## src/rtl/uart_tx.sv

```systemverilog
// UART transmitter: start, 8 data bits LSB first, optional parity, stop.
// Define UART_TX_TWO_STOP_EN to emit two stop bits per frame.
module uart_tx (
    input  logic       CLK,
    input  logic       RST,
    input  logic [7:0] P_DATA,
    input  logic       DATA_VALID,
    input  logic       PAR_EN,
    input  logic       PAR_TYP,
    input  logic [6:0] prescale,
    output logic       TX_OUT,
    output logic       busy
);

    localparam logic [2:0] IDLE   = 3'd0;
    localparam logic [2:0] START  = 3'd1;
    localparam logic [2:0] DATA   = 3'd2;
    localparam logic [2:0] PARITY = 3'd3;
    localparam logic [2:0] STOP   = 3'd4;

    logic [2:0] state;
    logic [6:0] cnt;
    logic [6:0] n_q;
    logic [2:0] idx;
    logic [7:0] data_q;
    logic       par_en_q;
    logic       par_typ_q;
    logic       bit_end;
    logic       par_bit;
`ifdef UART_TX_TWO_STOP_EN
    logic       stop2;
`endif

    // A latched prescale of 0 or 1 means every cycle ends a bit.
    assign bit_end = (n_q <= 7'd1) ? 1'b1 : (cnt == n_q - 7'd1);
    assign par_bit = (^data_q) ^ par_typ_q;

    always_ff @(posedge CLK) begin
        if (RST) begin
            state     <= IDLE;
            cnt       <= 7'd0;
            n_q       <= 7'd0;
            idx       <= 3'd0;
            data_q    <= 8'd0;
            par_en_q  <= 1'b0;
            par_typ_q <= 1'b0;
            TX_OUT    <= 1'b1;
            busy      <= 1'b0;
`ifdef UART_TX_TWO_STOP_EN
            stop2     <= 1'b0;
`endif
        end else begin
            if (state != IDLE)
                cnt <= bit_end ? 7'd0 : cnt + 7'd1;
            case (state)
                IDLE: begin
                    TX_OUT <= 1'b1;
                    busy   <= 1'b0;
                    cnt    <= 7'd0;
                    idx    <= 3'd0;
`ifdef UART_TX_TWO_STOP_EN
                    stop2  <= 1'b0;
`endif
                    if (DATA_VALID) begin
                        data_q    <= P_DATA;
                        par_en_q  <= PAR_EN;
                        par_typ_q <= PAR_TYP;
                        n_q       <= prescale;
                        state     <= START;
                        TX_OUT    <= 1'b0;
                        busy      <= 1'b1;
                    end
                end
                START: begin
                    if (bit_end) begin
                        state  <= DATA;
                        idx    <= 3'd0;
                        TX_OUT <= data_q[0];
                    end
                end
                DATA: begin
                    if (bit_end) begin
                        idx <= idx + 3'd1;
                        if (idx == 3'd7) begin
                            if (par_en_q) begin
                                state  <= PARITY;
                                TX_OUT <= par_bit;
                            end else begin
                                state  <= STOP;
                                TX_OUT <= 1'b1;
                            end
                        end else begin
                            TX_OUT <= data_q[idx + 3'd1];
                        end
                    end
                end
                PARITY: begin
                    if (bit_end) begin
                        state  <= STOP;
                        TX_OUT <= 1'b1;
                    end
                end
                STOP: begin
                    if (bit_end) begin
`ifdef UART_TX_TWO_STOP_EN
                        if (!stop2) begin
                            stop2 <= 1'b1;
                        end else begin
                            state <= IDLE;
                            busy  <= 1'b0;
                        end
`else
                        state <= IDLE;
                        busy  <= 1'b0;
`endif
                    end
                end
                default: begin
                    state  <= IDLE;
                    TX_OUT <= 1'b1;
                    busy   <= 1'b0;
                end
            endcase
        end
    end

endmodule

```

## config.mk

```make
export PLATFORM = sky130hd
export DESIGN_NAME = uart_tx
export DESIGN_NICKNAME = d
export VERILOG_FILES = /design/src/rtl/uart_tx.sv
export SDC_FILE = /design/constraint.sdc
export NUM_CORES = 1
export LEC_CHECK = 0
export CAP_MARGIN = 20
export CORE_UTILIZATION = 25
export CTS_CLUSTER_DIAMETER = 50
export CTS_CLUSTER_SIZE = 8
export DETAILED_ROUTE_END_ITERATION = 10
export SLEW_MARGIN = 20
export SYNTH_ARGS = -nofsm -noshare
export SYNTH_HDL_FRONTEND = slang
export SYNTH_SLANG_ARGS = --single-unit
```

## constraint.sdc

```tcl
create_clock -name CLK -period 3 [get_ports CLK]
set_clock_uncertainty 0.1 [all_clocks]
set_input_delay 0.6 -clock CLK [delete_from_list [all_inputs] [get_ports CLK]]
set_output_delay 0.6 -clock CLK [all_outputs]
set_load 0.02 [all_outputs]
```

==> impl_summary.md, run 1 <==
Route
The DRC violation count after routing is 0. Using the TritonRoute via totals, the vias-per-cell ratio works out to 4.86. The detailed router placed 1,488 vias in this run. The detail-routed net length per standard cell is 12.1 um. Once detail routing completed, the nets flagged for antenna violations numbered 0. The total wirelength of the detailed-routed design is 3.70 mm.

The first routing iteration left 48 violations. The number of detailed-route iterations in the first pass is 4.

Synthesis
In this run the mean area of a mapped cell was 8.16 um^2. In the synthesized netlist the dominant register cell turns out to be sky130_fd_sc_hd__dfxtp_1. The unique cell type count in the Yosys netlist is 38.

The sequential fraction of the synthesis area is 37.6%. Synthesis produced a netlist with a net count of 234. The cell count after synthesis came out at 209.

The fraction of registers with async set/reset is 0%. The post-synthesis register bit count is 32. The total number of yosys warnings is 0. The mapped netlist covers 1710 um^2. The number of enable flip-flop cells after synthesis is 0.

Floorplanning
The floorplan step defined a die boundary enclosing 7160 um^2. The floorplan step set the die height to 84.6 um. The initialized floorplan defines 29 standard-cell rows. 22 I/O pins were placed. The area of the core is 6460 um^2. The effective utilization at floorplan is 26.4%.

The floorplan step set the die width to 84.6 um.

Setup path
Traced cell by cell, the critical path runs through inv_1 > ha_1 > o21ba_2 > a221o_2 > a222oi_1 > a21oi_2 > or3_1 > a31oi_1. The required time of the critical path is 3.11 ns. The kind of critical path is flip-flop to flip-flop. The worst register-to-register path begins at n_q[0].

On the worst path, the slowest cell contributes a delay of 0.42 ns. The kind of start point of the critical path is a flip-flop. The worst setup path is captured at a flip-flop.

The signal arrival time at the worst endpoint is 2.83 ns. The launching element of the worst setup path is n_q[0]. The register-to-register setup slack is 0.28 ns. The maximum net fanout on the critical path is 9.

Among all stages on the critical path, the largest delay is contributed by sky130_fd_sc_hd__dfxtp_1.

CTS
The quantity of hold-fixing buffers added after cts is 0. The root cell of the clock tree is sky130_fd_sc_hd__clkbuf_8. The maximum number of buffers from clock root to sink is 2. Buffers inserted during clock tree synthesis total 5.

The tree built by TritonCTS fans out to 32 sinks. The clock reaches the later pin of the worst-skew pair after 0.28 ns. The clock transition time at the flip-flop clock pins of the worst setup and hold paths is 0.07 ns. TritonCTS built the clock tree. The number of resized instances in the post-cts repair step is 0. CTS built an H-tree with a depth of 2. The number of buffers inserted by post-CTS setup repair is 0.

Pwr
The maximum resistive drop on vdd is 0.308 mV. The leakage power is 0.728 nW. In this run the power density over the cells is 727 nW/um^2.

Run
The number of violations of the max-capacitance limit is 0.

Timing
Setup repair after global routing left no endpoint under its margin. The setup violation total in the final timing report is 0. The tightest slew margin relative to the limit is 56.9%.

The transition time of the tightest slew-check pin is 0.647 ns. The share of the cycle needed by the critical path after routing is 90.7%. The fmax is 368 MHz. The final count of pins violating max slew came to 0. The number of hold violations in the final report is 0. The post-route setup TNS is 0 ns.

The time the worst path needs with I/O delays and setup is 2.72 ns.

Finish
The area of the multi-input gates is 1010 um^2. Of the cells placed in the final design, the portion with a size suffix greater than 1 is 8.73%. In the final layout, flip-flops and latches occupy 641 um^2. The most common cell after layout, fill and taps aside is sky130_fd_sc_hd__nand2_1. The synthesis-to-finish area growth is 21.9%. The filler cells instantiated in the layout total 709.

In the layout the commonest cells are sky130_fd_sc_hd__nand2_1 (36), sky130_fd_sc_hd__dfxtp_1 (32), sky130_fd_sc_hd__a21oi_1 (22). The repair_antennas step left the layout with diodes totalling 0. In the final design database the tool counted 253 nets. Measured on the finished design, the core utilization comes to 32.2%.

Outcome
The run finished with clean final reports.

GRT
The first global-routing pass estimated 6.72 mm of wire. The sum of overflow across all layers after global routing is 0. The via count of the first global-routing pass is 1,434. In the global route stage, overall resource usage came out at 11.6%. The number of antenna violations at the first check in global routing was 0. The largest net degree at the start of global routing is 30.

Min path
The tightest min-delay check is of the flip-flop to flip-flop type. The critical hold path startpoint is par_typ_q.

Placement
The number of buffers added on ports is 21. The final HPWL from detailed placement is 2.67 mm. The final weighted congestion in routability-driven placement is 0.794.
## cell usage after synthesis (4+ instances only)
cell / n / share of area [%]
sky130_fd_sc_hd__nor3_1: 5 / 1.5
sky130_fd_sc_hd__or3_1: 4 / 1.5
sky130_fd_sc_hd__ha_1: 5 / 3.7
sky130_fd_sc_hd__nand3_1: 7 / 2.1
sky130_fd_sc_hd__xnor2_1: 14 / 7.2
sky130_fd_sc_hd__nand2_1: 36 / 7.9
sky130_fd_sc_hd__inv_1: 4 / 0.88
sky130_fd_sc_hd__nor2_1: 16 / 3.5
sky130_fd_sc_hd__o21ai_0: 10 / 2.9
sky130_fd_sc_hd__xor2_1: 5 / 2.6
sky130_fd_sc_hd__clkbuf_1: 11 / 2.4
sky130_fd_sc_hd__a21oi_1: 22 / 6.5
sky130_fd_sc_hd__dfxtp_1: 32 / 38
## final cells by class
cell class | count | area share, %
repair buffers | 23 | 10.8
clock buffers | 7 | 4.15
inverters | 4 | 0.722
multi-input cells | 162 | 48.5
flip-flops and latches | 32 | 30.8
clock inverters | 1 | 0.361
well taps | 77 | 4.63
## report_power, final
group / internal (W) / total (W) / leakage (nW) / switching (W)
Clock: 0.000186 / 0.000345 / 0.0445 / 0.000159
Sequential: 0.000497 / 0.000598 / 0.261 / 0.000102
Combinational: 0.000270 / 0.000568 / 0.422 / 0.000297
Total: 0.000953 / 0.00151 / 0.728 / 0.000558
## metrics by stage
stage	hold WS, ns	instances	total power [W]	worst slack, ns	cell area (um^2)
floorplan	0.336	209	0.00103	0.485	1710
global placement	0.360	298	0.00117	0.368	1990
detailed placement	0.365	298	0.00118	0.297	1990
CTS	0.379	306	0.00153	0.266	2080
global route	0.416	306	0.00164	0.0731	2080
finish	0.374	306	0.00151	0.279	2080
## routing by layer
| layer | track usage (%) | vias up | routed length, um |
|---|---|---|---|
| met4 | 4.62 | 0 | 75 |
| met3 | 2.85 | 6 | 105 |
| met5 | 0 | - | 0 |
| met2 | 19.1 | 26 | 1640 |
| met1 | 14.6 | 688 | 1880 |
| li1 | - | 768 | - |
## flip-flops by register name (all words and copies together), names as in the netlist, 3 cells and up
name    cells
state       3
cnt         7
n_q         7
data_q      8
idx         3
## cell families after synthesis
group,Yosys count,synth area share [%]
XOR/XNOR,20,11.1
AND/OR/NAND/NOR,86,23.7
flip-flops,32,37.6
AO/OA/AOI/OAI,47,16.7
multiplexers,4,3.96
buffers and inverters,15,3.30
adder cells (fa/ha/maj),5,3.67
## path summary, 6_finish.rpt
kind | to | depth (start not counted)
min reg2reg | par_typ_q | 2
max reg2reg | idx[0] | 8
min | par_typ_q | 2
max | idx[0] | 8
## critical path, delay by kind of cell, from the launching register on
kind | cells | cell delay [ns]
AOI/OAI and AO/OA | 5 | 1.38
adders and majority gates | 1 | 0.26
buffers and inverters | 1 | 0.09
DFF | 1 | 0.42
and+or+nand+nor | 1 | 0.38
(Power assumes the default switching activity.)
==> run 2: changes to the inputs <==
- REMOVE_ABC_BUFFERS: default -> 1
==> impl_summary.md, run 2 (synthesized netlist as in run 1, its figures left out) <==
Outcome
The run finished, with violations left. The final reports fail on design-rule violations.

Timing
The tightest slew margin relative to the limit is 57.1% (+0.21 points). The time the worst path needs with I/O delays and setup is 2.78 ns (+0.0547 ns). The number of hold violations in the final report is 0 (unchanged).

The setup violation total in the final timing report was 0 (unchanged). The slack of the critical path is 0.225 ns (-0.0547 ns). The fmax came to 360 MHz (-2.0%). Setup repair after global routing left no endpoint under its margin. The share of the cycle needed by the critical path after routing is 92.5% (+1.8 points). The final count of pins violating max slew is 0 (unchanged). The post-route setup TNS is 0 ns (unchanged). The transition time of the tightest slew-check pin is 0.644 ns (-0.00318 ns).

Finish
Relative to the synthesized area, the layout overhead comes to 22.3%. More flip-flops sit in one register than any other, and that register is data_q. The fraction of layout cells with a size suffix above 1 is 9.57% (+0.83 points). Leaving out fill and tap cells, the most frequent cell in the layout is sky130_fd_sc_hd__nand2_1. The number of inserted filler cells in the final layout came to 699 (-1.4%). The count of nets after finishing is 254 (+0.40%).

In the final layout, the registers with the most flip-flops are data_q x8, cnt x7, n_q x7. The number of antenna cells inserted was 0 (unchanged). The top cell types in the final layout, fill and taps aside, are sky130_fd_sc_hd__nand2_1 (36), sky130_fd_sc_hd__dfxtp_1 (32), sky130_fd_sc_hd__a21oi_1 (22). The flip-flop count of the largest register after layout is 8 (unchanged).

Pwr
The power per cell area was 721 nW/um^2 (-0.76%). The leakage power is 0.729 nW (about the same). The maximum resistive drop on vdd is 0.263 mV (-15%).

Route
The count of nets left with antenna violations after detail routing is 0 (unchanged). The via count is 1,465 (-1.5%). The total wirelength of the detailed-routed design was 3.61 mm (-2.3%). The number of detailed-route iterations in the first pass is 7 (+3). The detail-routed net length per standard cell is 11.8 um (-2.6%). The detailed-route vias per instance is 4.77 (-1.9%).

The DRC violation count after routing is 1 (+1). The starting DRC count in detailed routing was 90 (+88%).

CTS
The maximum number of buffers from clock root to sink is 2 (unchanged). The quantity of hold-fixing buffers added after cts was 0 (unchanged). The depth of the CTS H-tree is 2 (unchanged). The worst-skew pair later-pin latency is 0.28 ns (about the same). The clock sink count is 32 (unchanged). The root cell of the clock tree is sky130_fd_sc_hd__clkbuf_8. The number of buffers inserted by post-CTS setup repair is 0 (unchanged). The number of resized instances in the post-cts repair step is 0 (unchanged). The clock transition time at the flip-flop clock pins of the worst setup and hold paths is 0.08 ns (about the same). TritonCTS built the clock tree.

The number of buffers inserted during clock tree synthesis came to 5 (unchanged).

GRT
The largest net degree at the start of global routing is 19 (-37%). The via count of the first global-routing pass came to 1,332 (-7.1%). The global-route wire length before repair is 6.47 mm (-3.8%). The number of antenna violations at the first check in global routing was 0 (unchanged). The total global routing track utilization is 11.2% (-0.44 points).

The sum of overflow across all layers after global routing was 0 (unchanged).

Setup path
The signal on the critical path passes through inv_1 > ha_1 > o21ba_2 > a221o_2 > a222oi_1 > a21oi_2 > or3_1 > a31oi_1. The critical path endpoint category is a flip-flop. The cell at the slowest stage of the critical path is sky130_fd_sc_hd__a222oi_1. The maximum net fanout on the critical path is 9 (unchanged). The longest individual stage delay on the worst path came to 0.46 ns (+0.04 ns). The worst setup path is of the flip-flop to flip-flop kind. The signal arrival time at the worst endpoint was 2.88 ns (+0.05 ns). The logic depth of the worst register-to-register path was 8 (unchanged). The terminus of the critical flop-to-flop path is idx[0].

In this run the critical register-to-register path is launched from n_q[0]. The register-to-register setup slack is 0.22 ns (-0.05 ns). The required time of the critical path is 3.11 ns (about the same). The kind of start point of the critical path is a flip-flop.

Placement
The final weighted congestion in routability-driven placement was 0.818 (+3.0%). The final HPWL from detailed placement is 2.61 mm (-2.5%). The worst-case setup slack after placement is 0.270 ns (-0.0269 ns). The number of buffers added on ports is 21 (unchanged).

Floorplanning
The placement row count is 29 (unchanged). The boundary pin count is 22 (unchanged). The area of the core is 6460 um^2 (unchanged). The overall die width is 84.6 um (unchanged). The die height is 84.6 um (unchanged).

The effective utilization at floorplan was 26.4% (unchanged). The overall die area came to 7160 um^2 (unchanged).

Min path
The type of the worst min-delay path is flip-flop to flip-flop. For hold timing, the worst endpoint is par_typ_q. The number of instances on the worst hold path is 2 (unchanged).

The startpoint identified for the worst hold timing path is par_typ_q.

Run
The number of violations of the max-capacitance limit is 0 (unchanged).
## run 2: worst max-delay path, delay by kind of cell, from the launching register on
kind | cells | cell delay [ns]
fa+ha+maj | 1 | 0.26
compound gates | 5 | 1.43
buf+inv | 1 | 0.09
simple gates | 1 | 0.39
flops | 1 | 0.42
## run 2: worst max path at each step
stage / start / end / slack (ns) / cells after the start
finish: n_q[0] / idx[0] / 0.22 / 8
global placement: n_q[0] / idx[0] / 0.38 / 8
floorplan: n_q[0] / idx[0] / 0.49 / 8
global route: n_q[0] / idx[0] / 0.02 / 8
detailed placement: n_q[0] / idx[0] / 0.27 / 8
CTS: n_q[0] / idx[0] / 0.26 / 8
## run 2: metrics by stage
step	util (%)	power, W	instance area, um^2	hold slack, ns	std cells
2_1_floorplan	-	0.00100	1660	0.336	198
3_3_place_gp	30.9	0.00117	1990	0.359	299
3_5_place_dp	30.9	0.00118	1990	0.369	299
4_1_cts	32.3	0.00152	2090	0.381	307
5_1_grt	32.3	0.00163	2090	0.404	307
6_report	32.3	0.00150	2090	0.380	307
## run 2: layout make-up
type | instances | area (um^2) | share of cell area, %
multi-input combinational | 162 | 1010 | 48.4
sequential | 32 | 641 | 30.7
timing repair buffer | 24 | 233 | 11.2
tap | 77 | 96.3 | 4.62
clock buffer | 5 | 68.8 | 3.30
clock inverter | 3 | 23.8 | 1.14
inverter | 4 | 15.0 | 0.720
## run 2: routing by layer
layer,wire [um],up-vias,GRT usage (%)
li1,-,767,-
met1,1780,659,15.8
met2,1590,35,16.3
met3,197,4,2.75
met4,55,0,4.47
met5,0,-,0
## run 2: where the power goes
part | switching, W | internal, W | total (W)
Combinational | 0.000298 | 0.000271 | 0.000569
Clock | 0.000174 | 0.000164 | 0.000338
Sequential | 0.000101 | 0.000496 | 0.000597
